`config.mk`:
```
export PLATFORM = sky130hd
export DESIGN_NAME = pal
export DESIGN_NICKNAME = d
export VERILOG_FILES = /design/src/rtl/pal.sv
export SDC_FILE = /design/constraint.sdc
export NUM_CORES = 1
export LEC_CHECK = 0
export CAP_MARGIN = 30
export CORE_AREA = 2 2 51 53
export DETAILED_ROUTE_END_ITERATION = 10
export DIE_AREA = 0 0 53 55
export PLACE_DENSITY_LB_ADDON = 0.15
export SYNTH_ARGS = -nofsm -noshare
export SYNTH_HDL_FRONTEND = slang
export SYNTH_SLANG_ARGS = --single-unit
```
`constraint.sdc`:
```
create_clock -name CLK -period 3.75 [get_ports CLK]
set_clock_uncertainty 0.05 [all_clocks]
set_input_delay 0.9375 -clock CLK [delete_from_list [all_inputs] [get_ports CLK]]
set_output_delay 0.9375 -clock CLK [all_outputs]
set_load 0.05 [all_outputs]
```
`src/rtl/pal.sv`:
```
// Serially programmed PAL macro: AND plane of P product terms feeding an OR plane of M outputs.
// The fuse map is the only state; outputs are a purely combinational function of inputs and map.
module pal #(
    parameter int N = 4,
    parameter int M = 3,
    parameter int P = 3
) (
    input  logic         CLK,
    input  logic         RST,
    input  logic         CFG,
    input  logic [N-1:0] INPUT_VARS,
    output logic [M-1:0] OUTPUT_VALS
);

    localparam int L     = 2 * N * P + P * M;
    localparam int OR_LO = 2 * N * P;

    logic [L-1:0]   r_cfg;
    logic [2*N-1:0] w_lits;
    logic [P-1:0]   w_terms;

    // Every edge shifts; the host pauses loading by stopping the clock.
    always_ff @(posedge CLK) begin
        // NOTE: non-blocking so every reader sees the pre-edge chain contents.
        if (RST) begin
            r_cfg <= '0;
        end else begin
            r_cfg <= {r_cfg[L-2:0], CFG};
        end
    end

    // Literal pairs interleave as {~x[i], x[i]} to match the fuse layout of each term.
    for (genvar i = 0; i < N; i++) begin : g_lits
        assign w_lits[2*i]     = INPUT_VARS[i];
        assign w_lits[2*i + 1] = ~INPUT_VARS[i];
    end

    // A term with no fuse blown is forced low so unused terms cannot assert outputs.
    for (genvar p = 0; p < P; p++) begin : g_and_plane
        logic [2*N-1:0] w_fuse;
        assign w_fuse     = r_cfg[2*N*p +: 2*N];
        assign w_terms[p] = (|w_fuse) & (&(w_lits | ~w_fuse));
    end

    for (genvar m = 0; m < M; m++) begin : g_or_plane
        assign OUTPUT_VALS[m] = |(w_terms & r_cfg[OR_LO + P*m +: P]);
    end

endmodule

```
---- Word level (Yosys, flattened, before mapping) ----
Cells that the tools add are included.
storage, ports and cells
  memories ................................ 0
  bits in latches ......................... 0
  ROM bits ................................ 0
  bits in writable memories ............... 0
  logic and storage cells ................. 26
  input port bits ......................... 7
  bits in registers ....................... 33
  output and inout bits ................... 3
cells by class
  eq/ne operators ......................... 0
  reductions and logical operators ........ 9
  bitwise operators ....................... 16
  shift operators ......................... 0
  add/sub/neg operators ................... 0
  $lt $le $gt $ge ......................... 0
  multiply operators ...................... 0
  div/mod/pow operators ................... 0
  mux-type cells .......................... 0
operators by type and width
  kind                 count
  8-bit inverter       3
  8-bit bitwise OR     3
  8-bit AND reduction  3
  8-bit OR reduction   3
  3-bit AND            3
  3-bit OR reduction   3
  1-bit inverter       4
  1-bit AND            3

---- Longest topological paths before layout ----
Gate-level depths: netlist of the first run.
  word-level depth ........................ 6
  gate-level depth with buffers ........... 4
  gate-level depth less buffers ........... 4

---- Worst setup path after synthesis of the first run ----
No wires, ideal clock.
  path kind ............................... input to output
  start point ............................. input port INPUT_VARS[0]
  end point ............................... output port OUTPUT_VALS[0]
  required time ........................... 2,763 ps
  stages .................................. 4
  arrival time ............................ 1,854 ps
  slack ................................... 908 ps
  path buffers ............................ 0
  cells stage by stage .................... mux2i_1 nand4_1 a21oi_1 a221o_1
on the way
  cells in the longest elaborated chain, start to end .. 6
  elaborated cells between the ends (all ways) .. 12
  classes of those cells .................. bitwise (8); reduce/logical (4)
RTL lines
  item                  RTL line  RTL
  from (decl)           11        input logic [N-1:0] INPUT_VARS,
  1-bit inverter        35        assign w_lits[2*i + 1] = ~INPUT_VARS[i];
  8-bit bitwise OR      42        assign w_terms[p] = (|w_fuse) & (&(w_lits | ~w_fuse));
  8-bit AND reduction   42
  1-bit AND             42
  3-bit AND *           46        assign OUTPUT_VALS[m] = |(w_terms & r_cfg[OR_LO + P*m +: P]);
  3-bit OR reduction *  46
  to (decl)             12        output logic [M-1:0] OUTPUT_VALS
Every way passes the cells marked *; elsewhere a longest branch is shown, timed or not.

---- Final worst setup path of the first run ----
  start point ............................. input port INPUT_VARS[3]
  end point ............................... output port OUTPUT_VALS[1]
Same word-level chain as after synthesis.

==> impl_metrics.csv, run 1 <==
group,metric,value,unit
outcome,outcome,"finished, final reports clean",
floorplanning,ios,10,
setup_path,setup.reg_to_reg.worst_slack,3110,ps
layout,nets,121,
global_route,grt_pass1_vias,698,
layout,fin_util,57.2,%
sta,slew_viol_final,0,
worst_hold_path,hold_path_end,"r_cfg[26]",
sta,fin_crit_sh,92.3,%
setup_path,cp.arrival,2470,ps
setup_path,slowest_delay,590,ps
layout,final_area,1350,um2
layout,largest_register_ffs,33,
power_and_ir_drop,power.share.sequential,61.7,%
yosys,synth_seq_area_share,57.8,%
layout,diodes,0,
setup_path,cp.required,2760,ps
setup_path,r2r_cells,1,
worst_hold_path,hold_path_class,"flop to flop",
clock_tree,cts.htree.levels,2,
layout,drive_gt1_share,11.4,%
detailed_routing,first_pass_iters,4,
setup_path,critPathSlowestCell,"clkdlybuf4s50_1",
sta,fmax,0.289,GHz
clock_tree,clockBufferDepth,2,
yosys,synth_area_per_cell,11.4,um2
setup_path,r2r_start,"r_cfg[22]",
power_and_ir_drop,pwr-share-clk,34.3,%
detailed_routing,routedWlPerCell,13.2,um
setup_path,critPathBufInv,2,
global_route,grt_max_degree,34,
setup_path,cp-end-kind,"output port",
sta,layout_min_cycle_time,3460,ps
floorplanning,dieArea,2920,um2
yosys,synth.distinct_cells,13,
yosys,synth_area,1140,um2
layout,largest_register,"r_cfg",
power_and_ir_drop,internal-power,0.452,mW
setup_path,path_cells,"clkdlybuf4s50_1 -> mux2i_1 -> nand4_1 -> nor3b_1 -> a221o_1 -> buf_12",
clock_tree,cts_resized,0,
detailed_routing,ant_nets,0,
floorplanning,start_util,48.4,%
global_route,antenna_found_initial,0,
layout,area_growth,18.3,%
clock_tree,cts_sinks,33,
power_and_ir_drop,p_sw,0.121,mW
setup_path,path_delay_family,"buffers and inverters",
run,maxCapViolations,0,
detailed_routing,num_vias,738,
global_route,grt_overflow,0,
power_and_ir_drop,pwr-share-comb,4.0,%
placement,gp_congestion,0.738,
sta,hold_viol,0,
detailed_routing,wl,1900,um
detailed_routing,drcViolationCount,0,
layout,final_cell_mix,"nor2b_1, dfxtp_1, mux2i_1",
setup_path,rr_endpoint,"r_cfg[23]",
global_route,grt_usage,16.2,%
setup_path,start_kind,"input pin",
yosys,syn-num-nets,107,
yosys,ys_warn_count,0,
clock_tree,clk_pin_slew_worst_paths,90,ps
setup_path,critPathKind,"input pin to output port",
worst_hold_path,hp-start,"r_cfg[25]",
power_and_ir_drop,max-vdd-ir-drop,0.000249,V
yosys,synth_seq_cells,33,
yosys,synthCells,100,
setup_path,cp_max_fo,3,
global_route,grt_pass1_wl,3100,um
worst_hold_path,holdPathStages,1,
sta,slew_headroom,79.2,%
clock_tree,clk_latency,330,ps
placement,portBuffers,9,
power_and_ir_drop,finalPower,0.572,mW
clock_tree,root_buffer,"clkbuf_4",
floorplanning,num_rows,18,
placement,post_dp_cell_area,1300,um2
setup_path,path_depth,6,
clock_tree,post_cts.repair.setup_buffers,0,
floorplanning,core_area,2360,um2
clock_tree,tritoncts,"done",
detailed_routing,drtIter0Drc,14,
clock_tree,cts_buffers,5,
floorplanning,die_h,55,um
power_and_ir_drop,power_density,423,nW/um2
power_and_ir_drop,swShare,21.1,%
sta,rsz0062_at_grt,"false",
layout,fill_cells,222,
clock_tree,cts.hold.buffers_added,0,
sta,setup_viol,0,
power_and_ir_drop,leakagePower,0.552,nW
layout,reg.largest.list,"r_cfg (33)",
detailed_routing,avgViaCountPerCell,5.13,
placement,dp_hpwl,1300,um
sta,worstMarginPinSlew,312,ps
sta,tns,0,ps
floorplanning,die_width,53,um
[kinds of logic after synthesis]
group,synth area share (%)
and+or+nand+nor,27.7
DFF,57.8
muxes,10.5
AOI/OAI and AO/OA,3.06
buffers and inverters,0.985
[per-layer routing]
metal / part of all wire, % / track usage, % / routed length (um)
met1: 47 / 17.6 / 888
met2: 46 / 25.4 / 873
met3: 4.4 / 5.65 / 83
met4: 2.7 / 14.1 / 51
met5: 0 / 0 / 0
[cell usage after synthesis]
library cell  number  area share (%)
mux2i_1           12              11
a21oi_1            1            0.44
or4_1              2             1.3
nor2_4             1            0.98
nor3b_1            3             2.0
nor2_1             2            0.66
or4_4              2             2.0
a221o_1            3             2.6
nand4_1            3             1.6
clkbuf_1           3            0.98
nor4_1             2             1.1
dfxtp_1           33              58
nor2b_1           33              18
[worst max-delay path by stage]
stage | from | to | slack [ps]
after detailed placement | INPUT_VARS[1] | OUTPUT_VALS[2] | 300
final | INPUT_VARS[3] | OUTPUT_VALS[1] | 290
after CTS | INPUT_VARS[1] | OUTPUT_VALS[2] | 290
after global placement | INPUT_VARS[0] | OUTPUT_VALS[1] | 310
after global routing | INPUT_VARS[0] | OUTPUT_VALS[1] | 170
after floorplan | INPUT_VARS[0] | OUTPUT_VALS[0] | 910
[power by group through the flow]
stage | Sequential (mW) | Clock [mW] | Combinational (mW)
after global routing | 0.353 | 0.218 | 0.0249
after global placement | 0.361 | 0 | 0.0229
after detailed placement | 0.361 | 0 | 0.0231
after CTS | 0.353 | 0.204 | 0.0233
after floorplan | 0.361 | 0 | 0.0111
final | 0.353 | 0.196 | 0.0231
[layout make-up]
cell class	count	area (um2)	share of cell area, %
Clock buffer	7	55.1	4.07
Multi-Input combinational cell	64	472	34.9
Sequential cell	33	661	48.8
Tap cell	30	37.5	2.78
Timing Repair Buffer	10	128	9.44
[through the flow]
step           hold WS (ps)  setup WS [ps]  std cells
2_1_floorplan           379            908        100
3_3_place_gp            401            310        137
3_5_place_dp            401            297        137
4_1_cts                 425            294        144
5_1_grt                 440            169        144
6_report                418            290        144
(Power assumes the default switching activity.)
==> run 2: changes to the inputs <==
Settings changed: CORE_AREA 2 2 51 53 to 2 2 61 63, DIE_AREA 0 0 53 55 to 0 0 63 65, RECOVER_POWER set to 50.
==> run 2 against run 1 <==
  * Sequential cell count did not move
  * Hold slack barely moved
  * Sequential share of layout area fell by 0.54 points
  * Fmax fell by 1.0%
  * Cell area rose by 1.1%
  * Non-clock buffer count did not move
  * Critical path depth did not move
  * Via count fell by 3.4%
  * Largest cell class unchanged
  * Highest routed layer unchanged
==> impl_metrics.csv, run 2 (synthesis gave the netlist of run 1 again) <==
group,metric,value,unit
sta,worstMarginPinSlew,1340,ps
detailed_routing,num_vias,713,
worst_hold_path,hold_path_class,"flop to flop",
setup_path,cp-end-kind,"output port",
global_route,grt_max_degree,34,
setup_path,r2r_cells,1,
setup_path,setup.reg_to_reg.worst_slack,3070,ps
placement,gp_congestion,0.651,
layout,nets,121,
detailed_routing,routedWlPerCell,12.3,um
detailed_routing,drcViolationCount,0,
sta,slew_viol_final,0,
global_route,antenna_found_initial,0,
layout,drive_gt1_share,11.3,%
worst_hold_path,hold_path_end,"r_cfg[27]",
floorplanning,core_area,3500,um2
floorplanning,die_width,63,um
sta,slew_headroom,10.4,%
power_and_ir_drop,power_density,410,nW/um2
setup_path,cp_max_fo,3,
setup_path,cp.required,2760,ps
layout,largest_register,"r_cfg",
global_route,grt_pass1_wl,3370,um
layout,fin_cells,163,
floorplanning,die_h,65,um
floorplanning,ios,10,
floorplanning,start_util,32.7,%
setup_path,rr_endpoint,"r_cfg[14]",
layout,reg.largest.list,"r_cfg (33)",
power_and_ir_drop,finalPower,0.561,mW
layout,area_growth,19.6,%
clock_tree,clk_pin_slew_worst_paths,90,ps
clock_tree,clk_latency,330,ps
detailed_routing,wl,2000,um
sta,fin_crit_sh,93.2,%
placement,portBuffers,9,
clock_tree,clockBufferDepth,2,
power_and_ir_drop,leakagePower,0.549,nW
setup_path,start_kind,"input pin",
layout,largest_register_ffs,33,
floorplanning,num_rows,22,
sta,hold_ws,418,ps
setup_path,r2r_start,"r_cfg[13]",
clock_tree,root_buffer,"clkbuf_4",
detailed_routing,drtIter0Drc,10,
sta,setup_viol,0,
global_route,grt_pass1_vias,706,
sta,fmax,0.286,GHz
worst_hold_path,holdPathStages,1,
placement,dp.cells,155,
clock_tree,post_cts.repair.setup_buffers,0,
clock_tree,cts.hold.buffers_added,0,
run,maxCapViolations,0,
setup_path,critPathKind,"input pin to output port",
clock_tree,cts_resized,0,
setup_path,cp.arrival,2510,ps
clock_tree,cts_buffers,5,
clock_tree,tritoncts,"done",
sta,tns,0,ps
floorplanning,dieArea,4100,um2
layout,fin_util,39.1,%
detailed_routing,first_pass_iters,4,
clock_tree,cts.htree.levels,2,
sta,rsz0062_at_grt,"false",
detailed_routing,avgViaCountPerCell,4.37,
placement,dp_hpwl,1410,um
clock_tree,cts_sinks,33,
global_route,grt_overflow,0,
power_and_ir_drop,max-vdd-ir-drop,0.000198,V
layout,diodes,0,
global_route,grt_usage,11.4,%
worst_hold_path,hp-start,"r_cfg[26]",
sta,hold_viol,0,
layout,final_cell_mix,"nor2b_1, dfxtp_1, mux2i_1",
outcome,outcome,"finished, final reports clean",
sta,layout_min_cycle_time,3500,ps
detailed_routing,ant_nets,0,
-- run 2: cell count changes in the layout (fill, tap and decap cells not counted) --
| cell | before | now |
|---|---|---|
| buf_4 | 1 | 0 |
| clkbuf_1 | 1 | 2 |
| clkbuf_8 | 1 | 0 |
| clkdlybuf4s50_1 | 6 | 5 |
| clkinv_2 | 0 | 2 |
| dlygate4sd3_1 | 0 | 1 |
-- run 2: report_power, final --
part	internal, mW	switching (mW)
sequential	0.352	0.00114
clock	0.0713	0.114
combinational	0.0107	0.0119
total	0.434	0.127
-- run 2: worst max path at each step --
stage	start	endpoint	slack, ps	cells after the start
2_1_floorplan	INPUT_VARS[0]	OUTPUT_VALS[0]	910	4
3_3_place_gp	INPUT_VARS[2]	OUTPUT_VALS[0]	220	6
3_5_place_dp	INPUT_VARS[2]	OUTPUT_VALS[0]	230	6
4_1_cts	INPUT_VARS[2]	OUTPUT_VALS[0]	230	6
5_1_grt	INPUT_VARS[2]	OUTPUT_VALS[0]	130	6
6_report	INPUT_VARS[1]	OUTPUT_VALS[0]	250	6
-- run 2: final cells by class --
class                           instances  area (um2)
Clock buffer                            6        41.3
Clock inverter                          2        10.0
Fill cell                             362        2130
Multi-Input combinational cell         64         472
Sequential cell                        33         661
Tap cell                               48        60.1
Timing Repair Buffer                   10         124
-- run 2: per-stage QoR --
| stage | setup WS, ps | area, um2 |
|---|---|---|
| 6_report | 254 | 1370 |
| 5_1_grt | 128 | 1370 |
| 4_1_cts | 230 | 1370 |
| 3_5_place_dp | 230 | 1320 |
| 3_3_place_gp | 225 | 1320 |
| 2_1_floorplan | 908 | 1140 |
-- run 2: critical path, cell delays in order --
cell and delay (ps):
clkdlybuf4s50_1 600, mux2i_1 220, nand4_1 90, a21oi_1 270, a221o_1 250, buf_12 140
-- run 2: per-layer routing --
layer  track usage (%)  wire, um  vias to the layer above
li1                  -         -                      374
met1              12.4       916                      325
met2              17.8       960                       10
met3              5.90        89                        4
met4              6.67        36                        0
met5                 0         0                        -
==> run 3: changes to the inputs <==
Settings changed: CELL_PAD_IN_SITES_DETAIL_PLACEMENT set to 1, CELL_PAD_IN_SITES_GLOBAL_PLACEMENT set to 2, CTS_CLUSTER_DIAMETER set to 80.
==> run 3 against run 2 <==
  * Non-clock buffer count is the same
  * Sequential cell count is the same
  * Register-to-register slack lost 20 ps
  * Routed wire length grew 14%
  * Clock power is essentially flat
  * Die area is the same
  * Global-route usage grew 2.3 points
  * Worst setup slack lost 56 ps
  * Cell count is the same
  * Critical path depth is the same
  * Critical path type unchanged
  * Critical endpoint is now OUTPUT_VALS[2]
==> impl_metrics.csv, run 3 (synthesis gave the netlist of run 1 again) <==
group,metric,value,unit
clock_tree,cts_buffers,5,
sta,rsz0062_at_grt,"false",
outcome,outcome,"finished, final reports clean",
layout,nets,121,
detailed_routing,drtIter0Drc,40,
sta,fin_crit_sh,94.7,%
sta,fmax,0.282,GHz
worst_hold_path,holdPathStages,1,
sta,hold_viol,0,
power_and_ir_drop,leakagePower,0.544,nW
power_and_ir_drop,internal-power,0.437,mW
power_and_ir_drop,power.share.sequential,62.8,%
floorplanning,dieArea,4100,um2
setup_path,setup.reg_to_reg.worst_slack,3050,ps
clock_tree,clk_latency,330,ps
sta,hold_ws,412,ps
setup_path,cp.required,2760,ps
global_route,grt_pass1_wl,4080,um
floorplanning,start_util,32.7,%
power_and_ir_drop,max-vdd-ir-drop,0.000197,V
setup_path,cp.arrival,2560,ps
setup_path,rr_endpoint,"r_cfg[7]",
setup_path,cp_max_fo,3,
power_and_ir_drop,swShare,22.2,%
clock_tree,cts_resized,0,
power_and_ir_drop,p_sw,0.125,mW
clock_tree,clockBufferDepth,2,
placement,gp_congestion,0.721,
detailed_routing,avgViaCountPerCell,4.58,
global_route,grt_max_degree,34,
detailed_routing,num_vias,747,
power_and_ir_drop,pwr-share-clk,33.1,%
clock_tree,tritoncts,"done",
placement,dp_hpwl,1610,um
setup_path,critPathSlowestCell,"clkdlybuf4s50_1",
sta,worstMarginPinSlew,1410,ps
global_route,grt_pass1_vias,789,
global_route,grt_usage,13.7,%
global_route,antenna_found_initial,0,
sta,tns,0,ps
setup_path,path_cells,"clkdlybuf4s50_1 -> mux2i_1 -> nand4_1 -> a21oi_1 -> a221o_1 -> buf_12",
sta,slew_headroom,6.07,%
sta,layout_min_cycle_time,3550,ps
clock_tree,post_cts.repair.setup_buffers,0,
setup_path,critPathKind,"input pin to output port",
power_and_ir_drop,pwr-share-comb,4.1,%
worst_hold_path,hold_path_class,"flop to flop",
layout,largest_register,"r_cfg",
layout,final_cell_mix,"nor2b_1, dfxtp_1, mux2i_1",
floorplanning,num_rows,22,
sta,setup_viol,0,
sta,slew_viol_final,0,
floorplanning,core_area,3500,um2
setup_path,r2r_start,"r_cfg[6]",
setup_path,r2r_cells,1,
detailed_routing,ant_nets,0,
setup_path,slowest_delay,580,ps
placement,portBuffers,9,
setup_path,cp-end-kind,"output port",
layout,area_growth,19.4,%
power_and_ir_drop,power_density,412,nW/um2
setup_path,path_delay_family,"buffers and inverters",
layout,fill_cells,398,
run,maxCapViolations,0,
layout,drive_gt1_share,9.57,%
clock_tree,cts_sinks,33,
layout,reg.largest.list,"r_cfg (33)",
setup_path,critPathBufInv,2,
clock_tree,clk_pin_slew_worst_paths,90,ps
detailed_routing,routedWlPerCell,14.0,um
floorplanning,ios,10,
global_route,grt_overflow,0,
floorplanning,die_width,63,um
setup_path,start_kind,"input pin",
floorplanning,die_h,65,um
layout,largest_register_ffs,33,
layout,diodes,0,
detailed_routing,wl,2290,um
clock_tree,cts.htree.levels,2,
worst_hold_path,hp-start,"r_cfg[31]",
clock_tree,cts.hold.buffers_added,0,
detailed_routing,drcViolationCount,0,
clock_tree,root_buffer,"clkbuf_4",
detailed_routing,first_pass_iters,3,
worst_hold_path,hold_path_end,"r_cfg[32]",
## run 3: changes by cell type in the layout (fill, tap and decap cells not counted)
cell and change:
clkinv_2 -2, clkbuf_1 +2
## run 3: area by class of cell
class | count | area, um2 | area share (%)
multi-input cells | 64 | 472 | 34.6
clock buffers | 8 | 48.8 | 3.57
flip-flops and latches | 33 | 661 | 48.4
repair buffers | 10 | 124 | 9.07
well taps | 48 | 60.1 | 4.40
## run 3: how the worst max path moves through the flow
stage | start | slack, ps | depth (start not counted) | end
after global routing | INPUT_VARS[2] | 80 | 6 | OUTPUT_VALS[1]
after CTS | INPUT_VARS[0] | 170 | 6 | OUTPUT_VALS[2]
after detailed placement | INPUT_VARS[0] | 180 | 6 | OUTPUT_VALS[2]
after global placement | INPUT_VARS[2] | 210 | 6 | OUTPUT_VALS[0]
final | INPUT_VARS[0] | 200 | 6 | OUTPUT_VALS[2]
after floorplan | INPUT_VARS[0] | 910 | 4 | OUTPUT_VALS[0]
## run 3: per-stage QoR
step                      total power, mW  instance area, um2  utilization (%)  std cells  setup slack [ps]
after detailed placement            0.385                1320             37.8        155               183
after global placement              0.385                1320             37.8        155               210
final                               0.562                1370             39.0        163               199
after floorplan                     0.372                1140                -        100               908
after global routing                0.593                1370             39.0        163              77.4
after CTS                           0.576                1370             39.2        163               170
## run 3: layer usage
metal,track usage (%),vias up,part of all wire [%]
li1,-,375,-
met1,16.5,352,46
met2,21.0,12,48
met3,4.34,8,4.0
met4,9.17,0,2.9
met5,0,-,0
## run 3: power by group through the flow
stage / registers [mW] / logic, mW / clock network, mW
after floorplan: 0.361 / 0.0111 / 0
after global routing: 0.354 / 0.0253 / 0.214
after CTS: 0.353 / 0.0241 / 0.198
after global placement: 0.361 / 0.0240 / 0
final: 0.353 / 0.0232 / 0.186
after detailed placement: 0.361 / 0.0240 / 0
